[config.mk]
export PLATFORM = sky130hd
export DESIGN_NAME = ghash_seq_flat
export DESIGN_NICKNAME = d
export VERILOG_FILES = /design/src/rtl/ghash_seq_if.sv /design/src/rtl/ghash_seq.sv /design/src/flat_wrapper.sv
export SDC_FILE = /design/constraint.sdc
export NUM_CORES = 1
export LEC_CHECK = 0
export ABC_AREA = 0
export BUFFER_PORTS_ARGS = -buffer_cell sky130_fd_sc_hd__buf_2
export CORE_AREA = 2 2 351 353
export CTS_CLUSTER_DIAMETER = 80
export CTS_CLUSTER_SIZE = 12
export DETAILED_ROUTE_END_ITERATION = 10
export DIE_AREA = 0 0 353 355
export PLACE_DENSITY = 0.38
export SLEW_MARGIN = 20
export SYNTH_ARGS = -nofsm -noshare
export SYNTH_HDL_FRONTEND = slang
export SYNTH_SLANG_ARGS = --single-unit
[constraint.sdc]
create_clock -name clk -period 20.1 [get_ports clk]
set_clock_uncertainty 0.05 [all_clocks]
set_input_delay 2.01 -clock clk [delete_from_list [all_inputs] [get_ports clk]]
set_output_delay 2.01 -clock clk [all_outputs]
set_load 0.05 [all_outputs]
[src/rtl/ghash_seq_if.sv]
// Block stream handshake between a message source and the GHASH sequencer.
// master drives blocks/subkey and accepts the hash; slave is the sequencer.
//   in_valid/in_ready/in_data/in_is_aad/in_last/subkey_H : block transfer
//   out_valid/out_ready/out_hash                         : final hash
interface ghash_seq_if #(
   parameter int GHASH_BITS  = 128,
   parameter int SUBKEY_BITS = 128
);
   logic                   in_valid;
   logic                   in_ready;
   logic [GHASH_BITS-1:0]  in_data;
   logic                   in_is_aad;
   logic                   in_last;
   logic [SUBKEY_BITS-1:0] subkey_H;
   logic                   out_valid;
   logic                   out_ready;
   logic [GHASH_BITS-1:0]  out_hash;

   modport master (
      output in_valid, in_data, in_is_aad, in_last, subkey_H, out_ready,
      input  in_ready, out_valid, out_hash
   );

   modport slave (
      input  in_valid, in_data, in_is_aad, in_last, subkey_H, out_ready,
      output in_ready, out_valid, out_hash
   );
endinterface

[src/rtl/ghash_seq.sv]
// GHASH message sequencer: chains blocks through an external GF(2^128)
// multiply core, appends the length block and presents the final hash.
// Ports: clk, reset (async, active-high); bus (ghash_seq_if.slave) carries
// the block and hash handshakes; ghash_en/ghash_g_prev/ghash_data_block/
// ghash_subkey_H drive the core; ghash_result/ghash_done return from it;
// order_err pulses when an AAD block follows a ciphertext block.
module ghash_seq #(
   parameter int GHASH_BITS  = 128,
   parameter int SUBKEY_BITS = 128,
   parameter int CNT_BITS    = 32
) (
   input  logic                   clk,
   input  logic                   reset,
   ghash_seq_if.slave             bus,
   output logic                   ghash_en,
   output logic [GHASH_BITS-1:0]  ghash_g_prev,
   output logic [GHASH_BITS-1:0]  ghash_data_block,
   output logic [SUBKEY_BITS-1:0] ghash_subkey_H,
   input  logic [GHASH_BITS-1:0]  ghash_result,
   input  logic                   ghash_done,
   output logic                   order_err
);

   typedef enum logic [2:0] {
      IDLE     = 3'd0,
      WAIT_BLK = 3'd1,
      LEN      = 3'd2,
      WAIT_LEN = 3'd3,
      OUT      = 3'd4
   } state_t;

   state_t state_q, state_d;

   logic [GHASH_BITS-1:0]  acc_q;
   logic [GHASH_BITS-1:0]  blk_q;
   logic [GHASH_BITS-1:0]  hash_q;
   logic [SUBKEY_BITS-1:0] key_q;
   logic [CNT_BITS-1:0]    aad_cnt_q;
   logic [CNT_BITS-1:0]    ct_cnt_q;
   logic                   last_q;
   logic                   first_q;
   logic                   closed_q;
   logic                   busy_q;
   logic                   err_q;

   logic                   accept;
   logic                   blk_done;
   logic                   len_done;
   logic                   release_out;
   logic [63:0]            aad_len;
   logic [63:0]            ct_len;
   logic [GHASH_BITS-1:0]  len_blk;

   assign accept      = (state_q == IDLE) && bus.in_valid;
   // first_q marks the ghash_en cycle, where a done pulse is stale
   assign blk_done    = (state_q == WAIT_BLK) && !first_q && ghash_done;
   assign len_done    = (state_q == WAIT_LEN) && ghash_done;
   assign release_out = (state_q == OUT) && bus.out_ready;

   assign aad_len = 64'(aad_cnt_q) << 7;
   assign ct_len  = 64'(ct_cnt_q) << 7;
   assign len_blk = GHASH_BITS'({aad_len, ct_len});

   always_ff @(posedge clk or posedge reset) begin
      if (reset) state_q <= IDLE;
      else       state_q <= state_d;
   end

   always_comb begin
      state_d = state_q;
      unique case (state_q)
         IDLE:     if (bus.in_valid) state_d = WAIT_BLK;
         WAIT_BLK: if (blk_done) state_d = last_q ? LEN : IDLE;
         LEN:      state_d = WAIT_LEN;
         WAIT_LEN: if (ghash_done) state_d = OUT;
         OUT:      if (bus.out_ready) state_d = IDLE;
         default:  state_d = IDLE;
      endcase
   end

   always_comb begin
      bus.in_ready     = (state_q == IDLE) && !reset;
      bus.out_valid    = (state_q == OUT);
      ghash_en         = ((state_q == WAIT_BLK) && first_q) ||
                         (state_q == LEN);
      ghash_data_block = blk_q;
      if ((state_q == LEN) || (state_q == WAIT_LEN))
         ghash_data_block = len_blk;
   end

   assign ghash_g_prev   = acc_q;
   assign ghash_subkey_H = key_q;
   assign bus.out_hash   = hash_q;
   assign order_err      = err_q;

   always_ff @(posedge clk or posedge reset) begin
      if (reset) begin
         acc_q     <= '0;
         blk_q     <= '0;
         hash_q    <= '0;
         key_q     <= '0;
         aad_cnt_q <= '0;
         ct_cnt_q  <= '0;
         last_q    <= 1'b0;
         first_q   <= 1'b0;
         closed_q  <= 1'b0;
         busy_q    <= 1'b0;
         err_q     <= 1'b0;
      end else begin
         first_q <= accept;
         err_q   <= accept && bus.in_is_aad && closed_q;
         if (accept) begin
            blk_q  <= bus.in_data;
            last_q <= bus.in_last;
            busy_q <= 1'b1;
            // subkey is frozen for the whole message
            if (!busy_q) key_q <= bus.subkey_H;
            if (bus.in_is_aad) begin
               aad_cnt_q <= aad_cnt_q + 1'b1;
            end else begin
               ct_cnt_q <= ct_cnt_q + 1'b1;
               closed_q <= 1'b1;
            end
         end
         if (blk_done) acc_q  <= ghash_result;
         if (len_done) hash_q <= ghash_result;
         if (release_out) begin
            acc_q     <= '0;
            aad_cnt_q <= '0;
            ct_cnt_q  <= '0;
            closed_q  <= 1'b0;
            busy_q    <= 1'b0;
         end
      end
   end

endmodule

[src/flat_wrapper.sv]
// flat-port wrapper written by rule: the top's interface ports become plain ports
module ghash_seq_flat 
#(
   parameter int GHASH_BITS  = 128,
   parameter int SUBKEY_BITS = 128,
   parameter int CNT_BITS    = 32
)
  (clk, reset, ghash_en, ghash_g_prev, ghash_data_block, ghash_subkey_H, ghash_result, ghash_done, order_err, bus_in_valid, bus_in_data, bus_in_is_aad, bus_in_last, bus_subkey_H, bus_out_ready, bus_in_ready, bus_out_valid, bus_out_hash);
  ghash_seq_if #(.GHASH_BITS(GHASH_BITS), .SUBKEY_BITS(SUBKEY_BITS)) bus_i ();
  input  logic clk;
  input  logic reset;
  output logic ghash_en;
  output logic [GHASH_BITS-1:0] ghash_g_prev;
  output logic [GHASH_BITS-1:0] ghash_data_block;
  output logic [SUBKEY_BITS-1:0] ghash_subkey_H;
  input  logic [GHASH_BITS-1:0] ghash_result;
  input  logic ghash_done;
  output logic order_err;
  input wire logic [$bits(bus_i.in_valid)-1:0] bus_in_valid;
  input wire logic [$bits(bus_i.in_data)-1:0] bus_in_data;
  input wire logic [$bits(bus_i.in_is_aad)-1:0] bus_in_is_aad;
  input wire logic [$bits(bus_i.in_last)-1:0] bus_in_last;
  input wire logic [$bits(bus_i.subkey_H)-1:0] bus_subkey_H;
  input wire logic [$bits(bus_i.out_ready)-1:0] bus_out_ready;
  output wire logic [$bits(bus_i.in_ready)-1:0] bus_in_ready;
  output wire logic [$bits(bus_i.out_valid)-1:0] bus_out_valid;
  output wire logic [$bits(bus_i.out_hash)-1:0] bus_out_hash;
  assign bus_i.in_valid = bus_in_valid;
  assign bus_i.in_data = bus_in_data;
  assign bus_i.in_is_aad = bus_in_is_aad;
  assign bus_i.in_last = bus_in_last;
  assign bus_i.subkey_H = bus_subkey_H;
  assign bus_i.out_ready = bus_out_ready;
  assign bus_in_ready = bus_i.in_ready;
  assign bus_out_valid = bus_i.out_valid;
  assign bus_out_hash = bus_i.out_hash;
  ghash_seq #(.GHASH_BITS(GHASH_BITS), .SUBKEY_BITS(SUBKEY_BITS), .CNT_BITS(CNT_BITS)) u_core (.clk(clk), .reset(reset), .bus(bus_i), .ghash_en(ghash_en), .ghash_g_prev(ghash_g_prev), .ghash_data_block(ghash_data_block), .ghash_subkey_H(ghash_subkey_H), .ghash_result(ghash_result), .ghash_done(ghash_done), .order_err(order_err));
endmodule
==> results of run 1 <==
[state kept, by name (all words and copies together) (netlist names)]
| signal | cells |
|---|---|
| u_core.bus.out_hash | 128 |
| u_core.aad_cnt_q | 32 |
| u_core.last_q | 1 |
| u_core.ghash_subkey_H | 128 |
| u_core.first_q | 1 |
| u_core.blk_q | 128 |
| u_core.closed_q | 1 |
| u_core.busy_q | 1 |
| u_core.state_q | 3 |
| u_core.order_err | 1 |
| u_core.ghash_g_prev | 128 |
| u_core.ct_cnt_q | 32 |
[layer usage]
layer	GRT usage, %	vias up
met5	0	-
met4	4.03	8
met3	5.50	181
met2	25.9	597
met1	17.5	9296
li1	-	9118
[kinds of logic (layout without fill, tap and decap cells)]
family / count (synthesis) / after routing
and+or+nand+nor: 1090 / 1090
DFF: 584 / 584
adders and majority gates: 2 / 2
AOI/OAI and AO/OA: 157 / 157
buffers and inverters: 147 / 1013
other: 0 / 8
xor gates and xnor gates: 50 / 50
muxes: 260 / 260
[tightest hold or removal path: cells and delay by family, from the launching register on]
family           cells  cell delay, ns
DFF                  1            0.34
and+or+nand+nor      2            0.10
[cell usage in the layout (no fill, tap or decap), types with 3 or more instances in the layout]
cell	count
o211ai_1	4
mux2i_1	3
inv_1	10
xor2_1	39
diode_2	8
nand3_1	28
nor2_1	65
or3_1	3
nor4_2	5
o21ai_0	141
buf_4	20
a21oi_1	4
clkbuf_16	57
inv_8	3
and3_1	8
and2_1	66
nand2_1	860
nand4_1	29
nor3_1	4
mux2_2	257
dfrtp_1	584
o31ai_1	4
xnor2_1	11
nor4_1	5
nor2_4	3
buf_2	906
clkbuf_1	6
[power breakdown]
group	leakage, nW	internal, mW	switching [mW]	total (mW)
Sequential	7.29	1.68	0.288	1.97
Combinational	8.12	0.778	2.68	3.45
Clock	0.776	0.524	0.482	1.01
[how the worst max path moves through the flow]
stage                                        startpoint                                   end  cells past startpoint
after detailed placement                          reset  u_core.bus.out_hash[110]$_DFFE_PP0P_                      5
after floorplan                                   reset       u_core.aad_cnt_q[0]$_DFFE_PP0P_                      1
after global placement                            reset   u_core.bus.out_hash[65]$_DFFE_PP0P_                      5
final                     u_core.state_q[2]$_DFFE_PP0P_                 ghash_data_block[118]                      4
after CTS                 u_core.state_q[2]$_DFFE_PP0P_                 ghash_data_block[118]                      4
after global routing      u_core.state_q[2]$_DFFE_PP0P_                 ghash_data_block[118]                      4
[metrics by stage]
step           hold WS (ns)  total power, mW  std cells
6_report              0.419             6.43       4789
5_1_grt               0.439             6.79       4786
4_1_cts               0.421             6.54       4780
3_5_place_dp          0.405             5.48       4708
3_3_place_gp          0.405             5.48       4708
2_1_floorplan         0.387             4.49       2290
[layout make-up]
| type | count | area (um^2) |
|---|---|---|
| tap | 1625 | 2030 |
| multi-input combinational | 1559 | 8780 |
| timing repair buffer | 929 | 4750 |
| clock buffer | 63 | 1450 |
| inverter | 12 | 57.6 |
| fill | 13400 | 89600 |
| clock inverter | 9 | 138 |
| antenna | 8 | 20.0 |
| sequential | 584 | 14600 |
==> results.md, run 1 <==
- Reg2reg path depth: 5
- DR WL/cell: 20.3 um
- Crit path capture type: output port
- Post-Route WL: between 90,000 and 100,000 um
- Clk sink count: 584
- Area after DPL: 0.0302 mm^2
- Dpl ws: roughly 15 ns
- Post-layout nets: about 3,500
- Met1 WL: ~38,000 um
- Asr flop ratio synth: between 90% and 100%
- Largest net degree at the start of global routing: 158
- Max_cap viols: 0
- CP bufs+invs: 2
- Gate Count Post-Synth: between 2,000 and 2,500
- Cell variety after synth: between 40 and 50
- Total GRT Usage: 15.0%
- Setup_tns: 0 ns
- Clock buffer depth: 3
- Router iterations before antenna repair: 5
- Root Buffer: clkbuf_16
- Yosys synthesis warning count: 0
- EDFF count, synth: 0
- Critical path, cell by cell: nand2b_4 -> buf_4 -> and2_1 -> buf_2
- Core area: 0.121 mm^2
- Port bufs: 906
- Post-detailed-route count of antenna-violating nets: 0
- Met2 wire length: 48,100 um
- Mapped Nets: 2,683
- Status: finished, final reports clean
- Reg2Reg Setup Slack: 16.44 ns
- TritonCTS clock tree: done
- Crit start category: flop
- PD cells: 202 mW/mm^2
- Compound-cell area share of the yosys netlist: between 3 and 4%
- Most common cell in the synthesized netlist: nand2_1
- Die Width: around 350 um
- Final instance area: 0.0318 mm^2
- Setup-failing EPs final: 0
- Maximum vdd drop: around 0.000096 V
- Synth Area in Adders: less than 1%
- Clk pin slew, worst setup/hold paths: 0.07 ns
- Cell Area, Synth: around 0.024 mm^2
- FMAX: approximately 180 MHz
- Worst-Margin Slew: 1.05 ns
- Mean area per synthesized cell: 10.4 um^2
- Synth Area in XOR/XNOR: 1.83%
- R2R Path End: u_core.ghash_subkey_H[26]$_DFFE_PP0P_
- Uppermost routed layer: met5
- Most frequent cells after synthesis: nand2_1, dfrtp_1, mux2_2, o21ai_0, clkbuf_1
- Worst-path fanout max: 91
- Slowest library cell on the worst path: buf_4
- CTS H-tree lvls: 2
- CP Class: reg -> out
- Final WS setup: roughly 15 ns
- CTS Buf Count: 57
- Vias: 19,200
- Row count: 128
- Fin util: 26.2%
- Worst-skew pair later-pin latency: 0.64 ns
- Overflow after GRT: 0
- Area contributors post-synth: dfrtp_1, nand2_1, mux2_2
- Yosys top cell by area: dfrtp_1
- Synth top area share: 61.1%
- DR WL met3: 8190 um
- Vias in the first global route: between 15,000 and 20,000
- Max incr delay on CP: 0.75 ns
- Ports: 907
- Leakage: between 15 and 20 nW
- Vias/cell: 4.01
- DRT iter0 DRCs: roughly 960
- Synth Area in Simple Gates: 18.9%
- Postcts setup bufs: 0
- Post-synthesis register bit count: roughly 600
- Critical path's top delay family: buffers and inverters
- Max_slew headroom: 29.7%
- Die area: roughly 0.13 mm^2
- Die Span Y: between 300 and 400 um
- Final Wtd Congestion: 0.779
- Primary FF master, synth: dfrtp_1
- Hold Path Origin: u_core.blk_q[55]$_DFFE_PP0P_
- Share of cells above drive strength 1: between 40% and 50%
- DPL Wire Length: between 70,000 and 80,000 um
- Global-route wire length before repair: ~140,000 um
- WP data required: 18.04 ns
- Slew Limit Fails: 0
- Fin. Hold Viols: 0
- Initial Util: 19.7%
- Hold path depth: 2
- Mux cell area share after synthesis: 12.2%
- Sequential share of the synthesized area: 61.1%
- Tcrit/Tclk final: 27.0%
- RSZ-0062 raised after global routing: no
- Antenna violations before repair: between 40 and 50
- Reg2reg start: u_core.state_q[2]$_DFFE_PP0P_
- DRC errors left: 0
- P&R area growth vs syn: 33.1%
- Largest family of logic cells by synthesized area: simple AND/OR/NAND/NOR gates
- Minimum clock period: 5.43 ns
- CTS resizes: 0
- Hold Path End: u_core.blk_q[55]$_DFFE_PP0P_
- CP arrival: about 3.4 ns
- Cts hold-fix bufs: 0
- Worst Hold Class: reg -> reg
Note: power is estimated with default switching activity, not from simulation.
==> run 2: changes to the inputs <==
--- a/config.mk
+++ b/config.mk
@@ -12,7 +12,7 @@
 export CTS_CLUSTER_SIZE = 12
 export DETAILED_ROUTE_END_ITERATION = 10
 export DIE_AREA = 0 0 353 355
-export PLACE_DENSITY = 0.38
+export PLACE_DENSITY = 0.39
 export SLEW_MARGIN = 20
 export SYNTH_ARGS = -nofsm -noshare
 export SYNTH_HDL_FRONTEND = slang
==> constraint.sdc (replaced) <==
create_clock -name clk -period 4.7 [get_ports clk]
set_clock_uncertainty 0.05 [all_clocks]
set_input_delay 0.47 -clock clk [delete_from_list [all_inputs] [get_ports clk]]
set_output_delay 0.47 -clock clk [all_outputs]
set_load 0.05 [all_outputs]
==> run 2 against run 1 <==
  * Global-route usage rose by 0.41 points
  * Utilization grew 3.1 points
  * Final area increased by 12%
  * Combinational power increased to 4.4 times the previous value
  * Flip-flop and latch count stayed put
  * Via count up 7.2%
==> results.md, run 2 (synthesis gave the netlist of run 1 again) <==
- FILL cells: 13,100 (was 13,400)
- PD cells: 782 mW/mm^2 (was 202 mW/mm^2)
- Max_cap viols: 0 (unchanged)
- Dpl ws: 1.41 ns (was 14.65 ns)
- Final Wtd Congestion: 0.782 (was 0.779)
- Vias: 20,600 (was 19,200)
- Clock share of power: 15.7% (was 15.6%)
- Comb power frac: 54.4% (was 53.7%)
- Critical path, cell by cell: nand2b_4 -> nand2_1 -> nand2_1 -> buf_2 (was nand2b_4 -> buf_4 -> and2_1 -> buf_2)
- Maximum vdd drop: 0.000416 V (was 0.0000963 V)
- Vias/cell: 3.98 (was 4.01)
- Router iterations before antenna repair: 5 (unchanged)
- Initial Util: 19.7% (unchanged)
- Post-layout nets: 3,915 (was 3,536)
- Worst-skew pair later-pin latency: 0.64 ns (about the same)
- Largest net degree at the start of global routing: 255 (was 158)
- CTS resizes: 0 (unchanged)
- Post-detailed-route count of antenna-violating nets: 0 (unchanged)
- DRC errors left: 0 (unchanged)
- RSZ-0062 raised after global routing: no (unchanged)
- DR WL/cell: 19.3 um (was 20.3 um)
- Slew Limit Fails: 0 (unchanged)
- Post-Route WL: 99,900 um (was 97,400 um)
- Overflow after GRT: 0 (unchanged)
- TritonCTS clock tree: done (unchanged)
- Most used cell, CP: nand2_1
- Vias in the first global route: 21,600 (was 19,800)
- Fin. Hold Viols: 0 (unchanged)
- Die Width: 353 um (unchanged)
- Commonest non-fill, non-tap cell in the layout: buf_2 (unchanged)
- Minimum clock period: about 3.5 ns
- Ports: 907 (unchanged)
- Postcts setup bufs: 0 (unchanged)
- Clock buffer depth: 3 (unchanged)
- Slowest library cell on the worst path: nand2b_4 (was buf_4)
- Internal cell power: 13.0 mW (was 2.99 mW)
- Crit start category: flop (unchanged)
- Crit path capture type: output port (unchanged)
- Switching pwr: 14.8 mW (was 3.45 mW)
- Net Sw Frac: 53.2% (was 53.6%)
- Clk sink count: 584 (unchanged)
- Clk pin slew, worst setup/hold paths: 0.06 ns (was 0.07 ns)
- CP bufs+invs: 1 (was 2)
- Core area: 0.121 mm^2 (unchanged)
- Reg2Reg Setup Slack: 1.47 ns (was 16.44 ns)
- Sequential share of power: 29.9% (was 30.7%)
- Antenna violations before repair: 21 (was 47)
- CP arrival: 2.99 ns (was 3.37 ns)
- Critical path's top delay family: simple AND/OR/NAND/NOR gates (was buffers and inverters)
- DRT iter0 DRCs: 918 (was 964)
- FMAX: 285 MHz
- Max incr delay on CP: 0.69 ns (was 0.75 ns)
- Share of cells above drive strength 1: 36.4% (was 40.2%)
- Total GRT Usage: 15.4% (was 15.0%)
- Port bufs: 906 (unchanged)
- Max_slew headroom: 25.0% (was 29.7%)
- Root Buffer: clkbuf_16 (unchanged)
- Tcrit/Tclk final: 74.7%
- Global-route wire length before repair: 146,000 um (was 140,000 um)
- CTS Buf Count: 58 (was 57)
- Row count: 128 (unchanged)
- Final WS setup: 1.19 ns (was 14.67 ns)
- WP data required: 4.18 ns (was 18.04 ns)
- CP Class: reg -> out (unchanged)
- Most frequent cells in the layout: buf_2, nand2_1, dfrtp_1, dlygate4sd3_1, mux2_2 (was buf_2, nand2_1, dfrtp_1, mux2_2, o21ai_0)
- WHS: 0.0590 ns (was 0.419 ns)
- Worst-Margin Slew: 1.12 ns (was 1.05 ns)
- Leakage: 17.8 nW (was 16.2 nW)
- Die area: 0.125 mm^2 (unchanged)
- P&R area growth vs syn: 49.1% (was 33.1%)
- Fin util: 29.4% (was 26.2%)
- CTS H-tree lvls: 2 (unchanged)
- Die Span Y: 355 um (unchanged)
- Setup-failing EPs final: 0 (unchanged)
- Worst-path fanout max: 56 (was 91)
- DPL Wire Length: 73,500 um (was 72,600 um)
- Status: finished, final reports clean (unchanged)
- Worst Hold Class: in -> reg (was reg -> reg)
==> run 2: cell types whose count changed in the layout (fill, tap and decap cells not counted), moves of 2 or more <==
cell	delta
inv_6	+5
buf_12	+6
inv_8	-2
dlygate4sd3_1	+366
clkbuf_1	-5
buf_4	+7
clkbuf_8	+2
==> run 2: repair_timing <==
item	in CTS	in global routing
endpoints found under the hold margin	486	0
setup endpoints to repair	0	0
hold buffers	366	0
==> run 2: stage by stage <==
step,setup TNS [ns],std cells,cell area (um^2),power [mW]
final,0,5166,35700,27.9
after global routing,0,5164,35700,29.4
after CTS,0,5159,35600,28.3
after global placement,0,4721,30400,23.4
after detailed placement,0,4721,30400,23.5
after floorplan,-2207.19,2290,23900,19.2
==> run 2: area by class of cell <==
| type | count | area, um^2 | share of cell area (%) |
|---|---|---|---|
| sequential | 584 | 14600 | 41.0 |
| multi-input combinational | 1559 | 8780 | 24.6 |
| timing repair buffer | 1307 | 8560 | 24.0 |
| tap | 1625 | 2030 | 5.70 |
| clock buffer | 61 | 1480 | 4.16 |
| clock inverter | 11 | 120 | 0.337 |
| inverter | 12 | 53.8 | 0.151 |
| antenna | 7 | 17.5 | 0.0491 |
==> run 2: final timing paths <==
check                                                    from                             endpoint  cells past startpoint
worst min register to register   u_core.blk_q[56]$_DFFE_PP0P_         u_core.blk_q[56]$_DFFE_PP0P_                      2
min in group asynchronous                               reset     u_core.aad_cnt_q[24]$_DFFE_PP0P_                      3
worst max register to register  u_core.state_q[2]$_DFFE_PP0P_      u_core.ct_cnt_q[28]$_DFFE_PP0P_                      6
max in group asynchronous                               reset  u_core.ghash_g_prev[13]$_DFFE_PP0P_                      5
worst max-delay path            u_core.state_q[2]$_DFFE_PP0P_                 ghash_data_block[95]                      4
worst min-delay path                         ghash_result[53]  u_core.ghash_g_prev[53]$_DFFE_PP0P_                      3
==> run 2: worst register-to-register path, delay by kind of cell (launching register included) <==
kind,cells,cell delay [ns]
simple gates,4,2.04
flops,1,0.57
buf+inv,1,0.35
compound gates,1,0.14
==> run 2: routing by layer <==
layer / global-route usage [%] / share of wire [%] / vias to the layer above
li1: - / - / 9883
met1: 18.4 / 41 / 9972
met2: 26.0 / 48 / 578
met3: 5.95 / 8.5 / 141
met4: 4.13 / 2.6 / 6
met5: 0 / 0.038 / -
==> run 2: power groups by stage <==
stage	combinational (mW)	clock (mW)	sequential (mW)
2_1_floorplan	5.33	0	13.9
3_3_place_gp	15.1	0	8.35
3_5_place_dp	15.1	0	8.39
4_1_cts	15.4	4.57	8.34
5_1_grt	16.0	4.75	8.63
6_report	15.2	4.37	8.34
